===== src/rtl/console_pkg.sv =====
// Shared types and constants for the text console writer.
package console_pkg;

  typedef enum logic [2:0] {
    IDLE,
    WRITE,
    CLEAR,
    SCROLL_RD,
    SCROLL_WR,
    SCROLL_BLANK
  } state_t;

  localparam logic [7:0] ASCII_BS    = 8'h08;
  localparam logic [7:0] ASCII_LF    = 8'h0A;
  localparam logic [7:0] ASCII_CR    = 8'h0D;
  localparam logic [7:0] ASCII_SPACE = 8'h20;
  localparam logic [7:0] ASCII_TILDE = 8'h7E;

  localparam int DEF_COLS = 80;
  localparam int DEF_ROWS = 30;

  function automatic logic is_printable(input logic [7:0] c);
    return (c >= ASCII_SPACE) && (c <= ASCII_TILDE);
  endfunction

endpackage


===== src/rtl/text_console_ctrl.sv =====
// Writes characters into VideoRam port A, handling BS/LF/CR, scroll and clear; one char per handshake.
// All VideoRam outputs and the cursor are registered; char_ready drops while any multi-cycle phase runs.
module text_console_ctrl
  import console_pkg::*;
#(
  parameter int         COLS  = DEF_COLS,
  parameter int         ROWS  = DEF_ROWS,
  parameter logic [7:0] BLANK = ASCII_SPACE
) (
  input  logic        fpga_clk,
  input  logic        rst_n,
  input  logic [7:0]  char_in,
  input  logic        char_valid,
  output logic        char_ready,
  input  logic        clear_req,
  output logic [11:0] vram_addr,
  output logic [7:0]  vram_data,
  output logic        vram_wren,
  input  logic [7:0]  vram_q,
  output logic [11:0] cursor_pos,
  output logic        busy
);

  localparam logic [11:0] CELLS       = 12'(COLS * ROWS);
  localparam logic [11:0] CELLS_M1    = 12'(COLS * ROWS - 1);
  localparam logic [11:0] LAST_ROW    = 12'(COLS * (ROWS - 1));
  localparam logic [11:0] LAST_ROW_M1 = 12'(COLS * (ROWS - 1) - 1);
  localparam logic [11:0] COLS12      = 12'(COLS);

  state_t      state, state_nxt;
  logic [11:0] cnt, cnt_nxt;
  logic [7:0]  char_q;
  logic        clr_pend, clr_pend_nxt;
  logic [11:0] addr_nxt, cursor_nxt;
  logic [7:0]  data_nxt;
  logic        wren_nxt;
  logic [11:0] row_start;
  logic        accept;

  assign row_start  = cursor_pos - (cursor_pos % COLS12);
  assign char_ready = (state == IDLE) && !clr_pend && !clear_req;
  assign busy       = (state == CLEAR) || (state == SCROLL_RD) ||
                      (state == SCROLL_WR) || (state == SCROLL_BLANK);
  assign accept     = char_valid && char_ready;

  // IDLE services both a fresh and a latched clear request, so it always drops the latch.
  assign clr_pend_nxt = (state == IDLE) ? 1'b0 : (clr_pend || clear_req);

  always_ff @(posedge fpga_clk or negedge rst_n) begin
    if (!rst_n) begin
      state <= CLEAR;
    end else begin
      state <= state_nxt;
    end
  end

  always_comb begin
    state_nxt = state;
    case (state)
      IDLE: begin
        if (clr_pend || clear_req) state_nxt = CLEAR;
        else if (char_valid)       state_nxt = WRITE;
      end
      WRITE: begin
        state_nxt = IDLE;
        if (is_printable(char_q) && cursor_pos == CELLS_M1)     state_nxt = SCROLL_RD;
        if (char_q == ASCII_LF && row_start == LAST_ROW)          state_nxt = SCROLL_RD;
      end
      CLEAR:        if (cnt == CELLS_M1) state_nxt = IDLE;
      SCROLL_RD:    state_nxt = SCROLL_WR;
      SCROLL_WR:    state_nxt = (cnt == LAST_ROW_M1) ? SCROLL_BLANK : SCROLL_RD;
      SCROLL_BLANK: if (cnt == CELLS_M1) state_nxt = IDLE;
      default:      state_nxt = IDLE;
    endcase
  end

  // The scroll copy runs the counter up to LAST_ROW-1, so the blanking phase simply continues it.
  always_comb begin
    addr_nxt   = vram_addr;
    data_nxt   = vram_data;
    wren_nxt   = 1'b0;
    cursor_nxt = cursor_pos;
    cnt_nxt    = cnt;
    case (state)
      IDLE: cnt_nxt = 12'd0;
      WRITE: begin
        if (is_printable(char_q)) begin
          if (cursor_pos < CELLS) begin
            addr_nxt   = cursor_pos;
            data_nxt   = char_q;
            wren_nxt   = 1'b1;
            cursor_nxt = cursor_pos + 12'd1;
          end
        end else if (char_q == ASCII_BS) begin
          if (cursor_pos != 12'd0) begin
            addr_nxt   = cursor_pos - 12'd1;
            data_nxt   = BLANK;
            wren_nxt   = 1'b1;
            cursor_nxt = cursor_pos - 12'd1;
          end
        end else if (char_q == ASCII_LF) begin
          if (row_start != LAST_ROW) cursor_nxt = row_start + COLS12;
        end else if (char_q == ASCII_CR) begin
          cursor_nxt = row_start;
        end
      end
      CLEAR: begin
        addr_nxt = cnt;
        data_nxt = BLANK;
        wren_nxt = 1'b1;
        cnt_nxt  = cnt + 12'd1;
        if (cnt == CELLS_M1) cursor_nxt = 12'd0;
      end
      SCROLL_RD: addr_nxt = cnt + COLS12;
      SCROLL_WR: begin
        addr_nxt = cnt;
        data_nxt = vram_q;
        wren_nxt = 1'b1;
        cnt_nxt  = cnt + 12'd1;
      end
      SCROLL_BLANK: begin
        addr_nxt = cnt;
        data_nxt = BLANK;
        wren_nxt = 1'b1;
        cnt_nxt  = cnt + 12'd1;
        if (cnt == CELLS_M1) cursor_nxt = LAST_ROW;
      end
      default: ;
    endcase
  end

  always_ff @(posedge fpga_clk or negedge rst_n) begin
    if (!rst_n) begin
      vram_addr  <= 12'd0;
      vram_data  <= 8'd0;
      vram_wren  <= 1'b0;
      cursor_pos <= 12'd0;
      cnt        <= 12'd0;
      clr_pend   <= 1'b0;
      char_q     <= 8'd0;
    end else begin
      vram_addr  <= addr_nxt;
      vram_data  <= data_nxt;
      vram_wren  <= wren_nxt;
      cursor_pos <= cursor_nxt;
      cnt        <= cnt_nxt;
      clr_pend   <= clr_pend_nxt;
      if (accept) char_q <= char_in;
    end
  end

endmodule


===== config.mk =====
export PLATFORM = sky130hd
export DESIGN_NAME = text_console_ctrl
export DESIGN_NICKNAME = d
export VERILOG_FILES = /design/src/rtl/console_pkg.sv /design/src/rtl/text_console_ctrl.sv
export SDC_FILE = /design/constraint.sdc
export NUM_CORES = 1
export LEC_CHECK = 0
export ABC_AREA = 1
export CAP_MARGIN = 10
export CORE_MARGIN = 2
export CORE_UTILIZATION = 52
export CTS_CLUSTER_SIZE = 16
export DETAILED_ROUTE_END_ITERATION = 10
export PLACE_DENSITY = 0.87
export SLEW_MARGIN = 40
export SYNTH_ARGS = -nofsm -noshare
export SYNTH_HDL_FRONTEND = slang
export SYNTH_SLANG_ARGS = --single-unit

===== constraint.sdc =====
create_clock -name fpga_clk -period 4.29 [get_ports fpga_clk]
set_clock_uncertainty 0.1 [all_clocks]
set_input_delay 0.858 -clock fpga_clk [delete_from_list [all_inputs] [get_ports fpga_clk]]
set_output_delay 0.858 -clock fpga_clk [all_outputs]
set_load 0.02 [all_outputs]

Yosys cells after proc, flatten, opt, wreduce, memory -nomap -nowiden
Cells that the tools add are included.
{"block": "totals", "ff_bits": 57, "output_inout_bits": 35}
{"block": "classes", "reduce_logical": 24, "eq_ne": 23, "n_div": 1, "n_addsub": 6, "n_lt_le_gt_ge": 3, "muxes": 33}
{"operator": "$mux W12", "count": 12}
{"operator": "$pmux W12 S3", "count": 2}
{"operator": "$eq A12 B12 Y1 const B", "count": 4}
{"operator": "$mux W8", "count": 4}
{"operator": "$add A12 B1 Y12 const B", "count": 2}
{"operator": "$add A12 B7 Y12 const B", "count": 2}
{"operator": "$eq A8 B4 Y1 const B", "count": 3}
{"operator": "$pmux W12 S2", "count": 1}
{"operator": "$pmux W8 S3", "count": 1}
{"operator": "$mux W3", "count": 5}
{"operator": "$pmux W3 S5", "count": 1}
{"operator": "$lt A12 B12 Y1 const B", "count": 1}
{"operator": "$mod A12 B7 Y12 const B", "count": 1}
{"operator": "$ne A12 B12 Y1 const B", "count": 1}
{"operator": "$reduce_bool A12 Y1", "count": 1}
{"operator": "$sub A12 B1 Y12 const B", "count": 1}
{"operator": "$sub A12 B12 Y12", "count": 1}
{"operator": "$ne A5 B5 Y1 const B", "count": 2}
{"operator": "$ne A3 B3 Y1 const B", "count": 3}
{"operator": "$reduce_bool A3 Y1", "count": 3}
{"operator": "$ge A8 B6 Y1 const B", "count": 1}
{"operator": "$le A8 B7 Y1 const B", "count": 1}
{"operator": "$reduce_and A4 Y1", "count": 2}
{"operator": "$reduce_and A7 Y1", "count": 1}
{"operator": "other kinds (17)", "count": 34}

Depth between registers and ports, before layout
Gate-level depths: netlist of run 1.
{"block": "logic_depth", "ltp_word": 8, "depth_mapped": 49, "mapped_depth_nobuf": 48}

Least setup slack after synthesis of run 1
OpenSTA, ideal clock, no wires.
{"block": "synth_timing", "kind": "register to register", "from": "register cursor_pos[9]", "to": "register cursor_pos[1]", "path_buffers": 2, "t_arrival_ns": 4.273, "setup_slack_ns": -0.179, "setup_ns": 0.095, "synth_period_minus_slack_ns": 4.469, "stages_incl_launch_ff": 43, "path_cell_list": "dfrtp_1 buf_6 a21o_1 nand2_2 nand3_2 nand2_2 nand2_1 nand2_2 inv_1 nand2_2 nand2_1 nand2_2 nand2_2 inv_2 nand2_1 a21o_1 nand2_4 nand3_1 [7 not listed] a21oi_1 nand2_1 nand2_1 inv_2 nor2_2 o21ai_1 nand2_1 nand2_1 nand2_1 nand2_1 xnor2_1 nand3_1 nor2_1 o21ai_1 nand2_2 buf_4 nand2_1 o31ai_1"}
{"block": "synth_via", "elab_chain_cells": 8, "elab_cells_between_ends": 16, "cone_classes": "add/sub: 2; div: 1; order compare: 1; eq/ne: 4; mux: 6; reduce/logical: 2"}
{"element": "start, declared", "line": "text_console_ctrl.sv:20", "rtl": "output logic [11:0] cursor_pos,"}
{"element": "start signal, assigned", "line": "text_console_ctrl.sv:145", "rtl": "cursor_pos <= cursor_nxt;"}
{"element": "$mod A12 B7 Y12", "line": "text_console_ctrl.sv:40", "rtl": "assign row_start = cursor_pos - (cursor_pos % COLS12);"}
{"element": "$sub A12 B12 Y12", "line": "text_console_ctrl.sv:40"}
{"element": "$add A12 B7 Y12", "line": "text_console_ctrl.sv:102", "rtl": "if (row_start != LAST_ROW) cursor_nxt = row_start + COLS12;"}
{"element": "$mux W12", "line": "text_console_ctrl.sv:102"}
{"element": "$mux W12", "line": "text_console_ctrl.sv:101", "rtl": "end else if (char_q == ASCII_LF) begin"}
{"element": "$mux W12", "line": "text_console_ctrl.sv:94", "rtl": "end else if (char_q == ASCII_BS) begin"}
{"element": "$mux W12", "line": "text_console_ctrl.sv:87", "rtl": "if (is_printable(char_q)) begin"}
{"element": "$pmux W12 S3", "line": "text_console_ctrl.sv:84", "rtl": "case (state)"}
Parallel ways exist; a longest one is shown, timed or not. The select of a mux whose other input is x is not followed.
A chain may end at the register's enable or synchronous reset.

Final worst setup path of run 1
{"block": "layout_timing", "from": "register cursor_pos[9]", "to": "register cursor_pos[2]"}
Same word-level chain as after synthesis.

==> results of run 1 <==
[metal layers]
layer	global-route usage (%)	vias to the layer above	part of all wire [%]
met3	5.39	46	6.4
met2	52.1	223	50
met5	0	-	0
met4	14.6	0	3.5
met1	36.8	2393	40
li1	-	2430	-
[final cells by class]
cell class | count | area, µm²
Fill cell | 711 | 2630
Clock buffer | 12 | 165
Sequential cell | 57 | 1430
Timing Repair Buffer | 103 | 921
Clock inverter | 4 | 73.8
Tap cell | 108 | 135
Multi-Input combinational cell | 506 | 3040
Inverter | 85 | 324
[how the worst min path moves through the flow]
| stage | depth (start not counted) | to | slack [ns] |
|---|---|---|---|
| global route | 1 | cursor_pos[10] | 0.44 |
| detailed placement | 2 | vram_addr[0] | 0.41 |
| finish | 1 | cursor_pos[10] | 0.40 |
| CTS | 1 | cursor_pos[10] | 0.41 |
| global placement | 2 | vram_data[7] | 0.40 |
| floorplan | 2 | clr_pend | 0.38 |
[repair_timing]
| item | in CTS | in global routing |
|---|---|---|
| setup endpoints to repair | 14 | 14 |
| pin swaps | 2 | 22 |
| buffers inserted | 4 | 3 |
| cloned | 1 | 0 |
| gates resized for setup | 20 | 38 |
[registers in the layout (all words and copies together), names as in the netlist]
name	flops
cnt	12
cursor_pos	12
vram_addr	12
char_q	8
vram_data	8
state	3
clr_pend	1
vram_wren	1
[through the flow]
step / utilization [%] / instance area (µm²) / hold WS (ns) / setup WS [ns]
after floorplan: - / 4720 / 0.384 / 0.0120
after global routing: 69.9 / 6090 / 0.441 / -0.726
after global placement: 63.9 / 5570 / 0.399 / -0.0848
after detailed placement: 63.9 / 5580 / 0.409 / -0.324
after CTS: 68.0 / 5930 / 0.414 / -0.217
final: 69.9 / 6090 / 0.396 / -0.435
[critical path: cells and delay by family (launching register included)]
family	cells	cell delay (ns)
simple gates	28	2.48
compound gates	7	0.86
flops	1	0.48
fa+ha+maj	1	0.25
buf+inv	4	0.24
xor+xnor	1	0.18
[cell usage in the layout, fill, tap and decap left out, types with 4 or more instances in the layout]
cell and count:
ha_1 17, xnor2_1 4, buf_6 4, a41oi_1 4
a21oi_1 27, nor2_1 71, o21ai_2 6, nor2_2 5
nor3_1 9, nand3_1 46, buf_4 46, clkbuf_8 12
nand2_2 18, nand4_1 9, dfrtp_1 53, o21ai_0 30
inv_2 16, nand3_4 6, conb_1 4, o211ai_1 12
xor2_1 16, clkinv_1 5, o22ai_1 5, nand2_1 126
nand2_4 14, nor4_1 6, inv_1 62, clkdlybuf4s50_1 53
nor2_4 4, a31oi_1 14, o21ai_1 9
[cell families after synthesis]
family,count (synthesis),share of synthesized area (%)
AO/OA/AOI/OAI,133,17.5
other,1,0.0804
multiplexers,3,0.697
XOR/XNOR,23,4.32
flip-flops,57,30.6
AND/OR/NAND/NOR,325,32.4
buffers and inverters,109,9.57
adder cells (fa/ha/maj),18,4.83
==> metrics.txt, run 1 <==
Post-Syn Instances=669; Worst Setup End Kind=flop; Critical Path Max Stage Delay=between 0.4 and 0.5 ns; startpoint types=flop; Site Rows=34; Iteration-0 DRC Markers=394; worst flop-to-flop path endpoint=cursor_pos[2]; CTS tree=yes; failing checks=negative setup slack; count leader, synth=nand2_1; initial core utilization=53.5%; Synth area leader=dfrtp_1; Syn. warnings=0; Mapped Area=4670 µm²; Die Wd=98.7 µm; top_reg_cell synth=dfrtp_1; Tmin final=around 4.7 ns; setup_tns=-5.22 ns; fin worst setup slack=-0.435 ns; Detail Placement HPWL=10.6 mm; Synth top cells by count=140 x nand2_1, 73 x nor2_1, 65 x inv_1, 56 x dfrtp_1, 47 x nand3_1; first-pass iteration count of the detailed router=5; Synth cell types=55; Slew Viols, Final=0; maximum fanout along the worst path=8; final hold vios=0; GP Congestion=1.03; nets=800; asr flop ratio synth=100%; Critical Path RT=4.42 ns; placed cell count=852; drt wl/cell=about 17 µm; hold buffers post-CTS=0; RSZ-0062 raised after global routing=yes; Post-synth EDFFs=0; synth top area cells=dfrtp_1 30%, nand2_1 11%, nor2_1 5.9%; status=complete, but fails checks; Layout Cells excl Fill=875; reg2reg path depth=41; maximum clock path buffer count=2; die height=~99 µm; vias in the first global route=5037; CTS Buf Count=9; Arrival @ worst endpoint=4.85 ns; die area=9750 µm²; largest net degree at the start of global routing=slightly above 40; clock sink count=57; Peak Freq=212 MHz; MaxCap Viol Count=0; worst-skew pair later-pin latency=0.35 ns; io pins=55; share of cells above drive strength 1=approximately a fifth; H-tree depth=3; Slew @ Worst Pin=0.694 ns; Root Driver=clkbuf_8; relative slew slack=53.3%; Tcrit/Tclk final=110%; final setup vio count=14; Core Footprint=8720 µm²; Synth top area share=30.0%; synthesized flop and latch total=57; DRC=0; DR vias/cell=5.82; Crit Path Class=flop to flop; post-synthesis sequential area ratio=30.6%; post-route ant nets=0; Hold Crit Class=input port to asynchronous set/reset pin; port bufs=54; reg-to-reg startpoint=cursor_pos[9]; ANT cells=0; synthesized area per cell=about 7.0 µm²; Worst-path clk slew=0.07 ns; Max stage delay cell, worst path=dfrtp_2; initial antenna violation count=0; Total Routing Usage GR=30.3%; Post-Route WL=roughly 15 mm; worst setup path start=cursor_pos[9]; GRT overflow=0; via count=5092; most used cell, CP=nand2_4; R2R Setup Slk=-0.43 ns; Layout area overhead=30.6%; first-pass GRT wire length=about 24 mm; Critical Path Sink=cursor_pos[2]
Power of run 1 is left out: the tool's default activity adds up to more than one toggle a clock period on the data nets, which glitch-free logic cannot reach.
==> run 2, diff against run 1 <==
ABC_CLOCK_PERIOD_IN_PS = 4290   (was not set)
==> results of run 2 <==
Same layout as run 1: the final DEF is identical, and so are final timing and power.
Power of run 2 is left out for the same reason.
==> run 3, diff against run 2 <==
CAP_MARGIN = not set   (was 10)
==> results of run 3 <==
Same layout as run 1: the final DEF is identical, and so are final timing and power.
Power of run 3 is left out for the same reason.
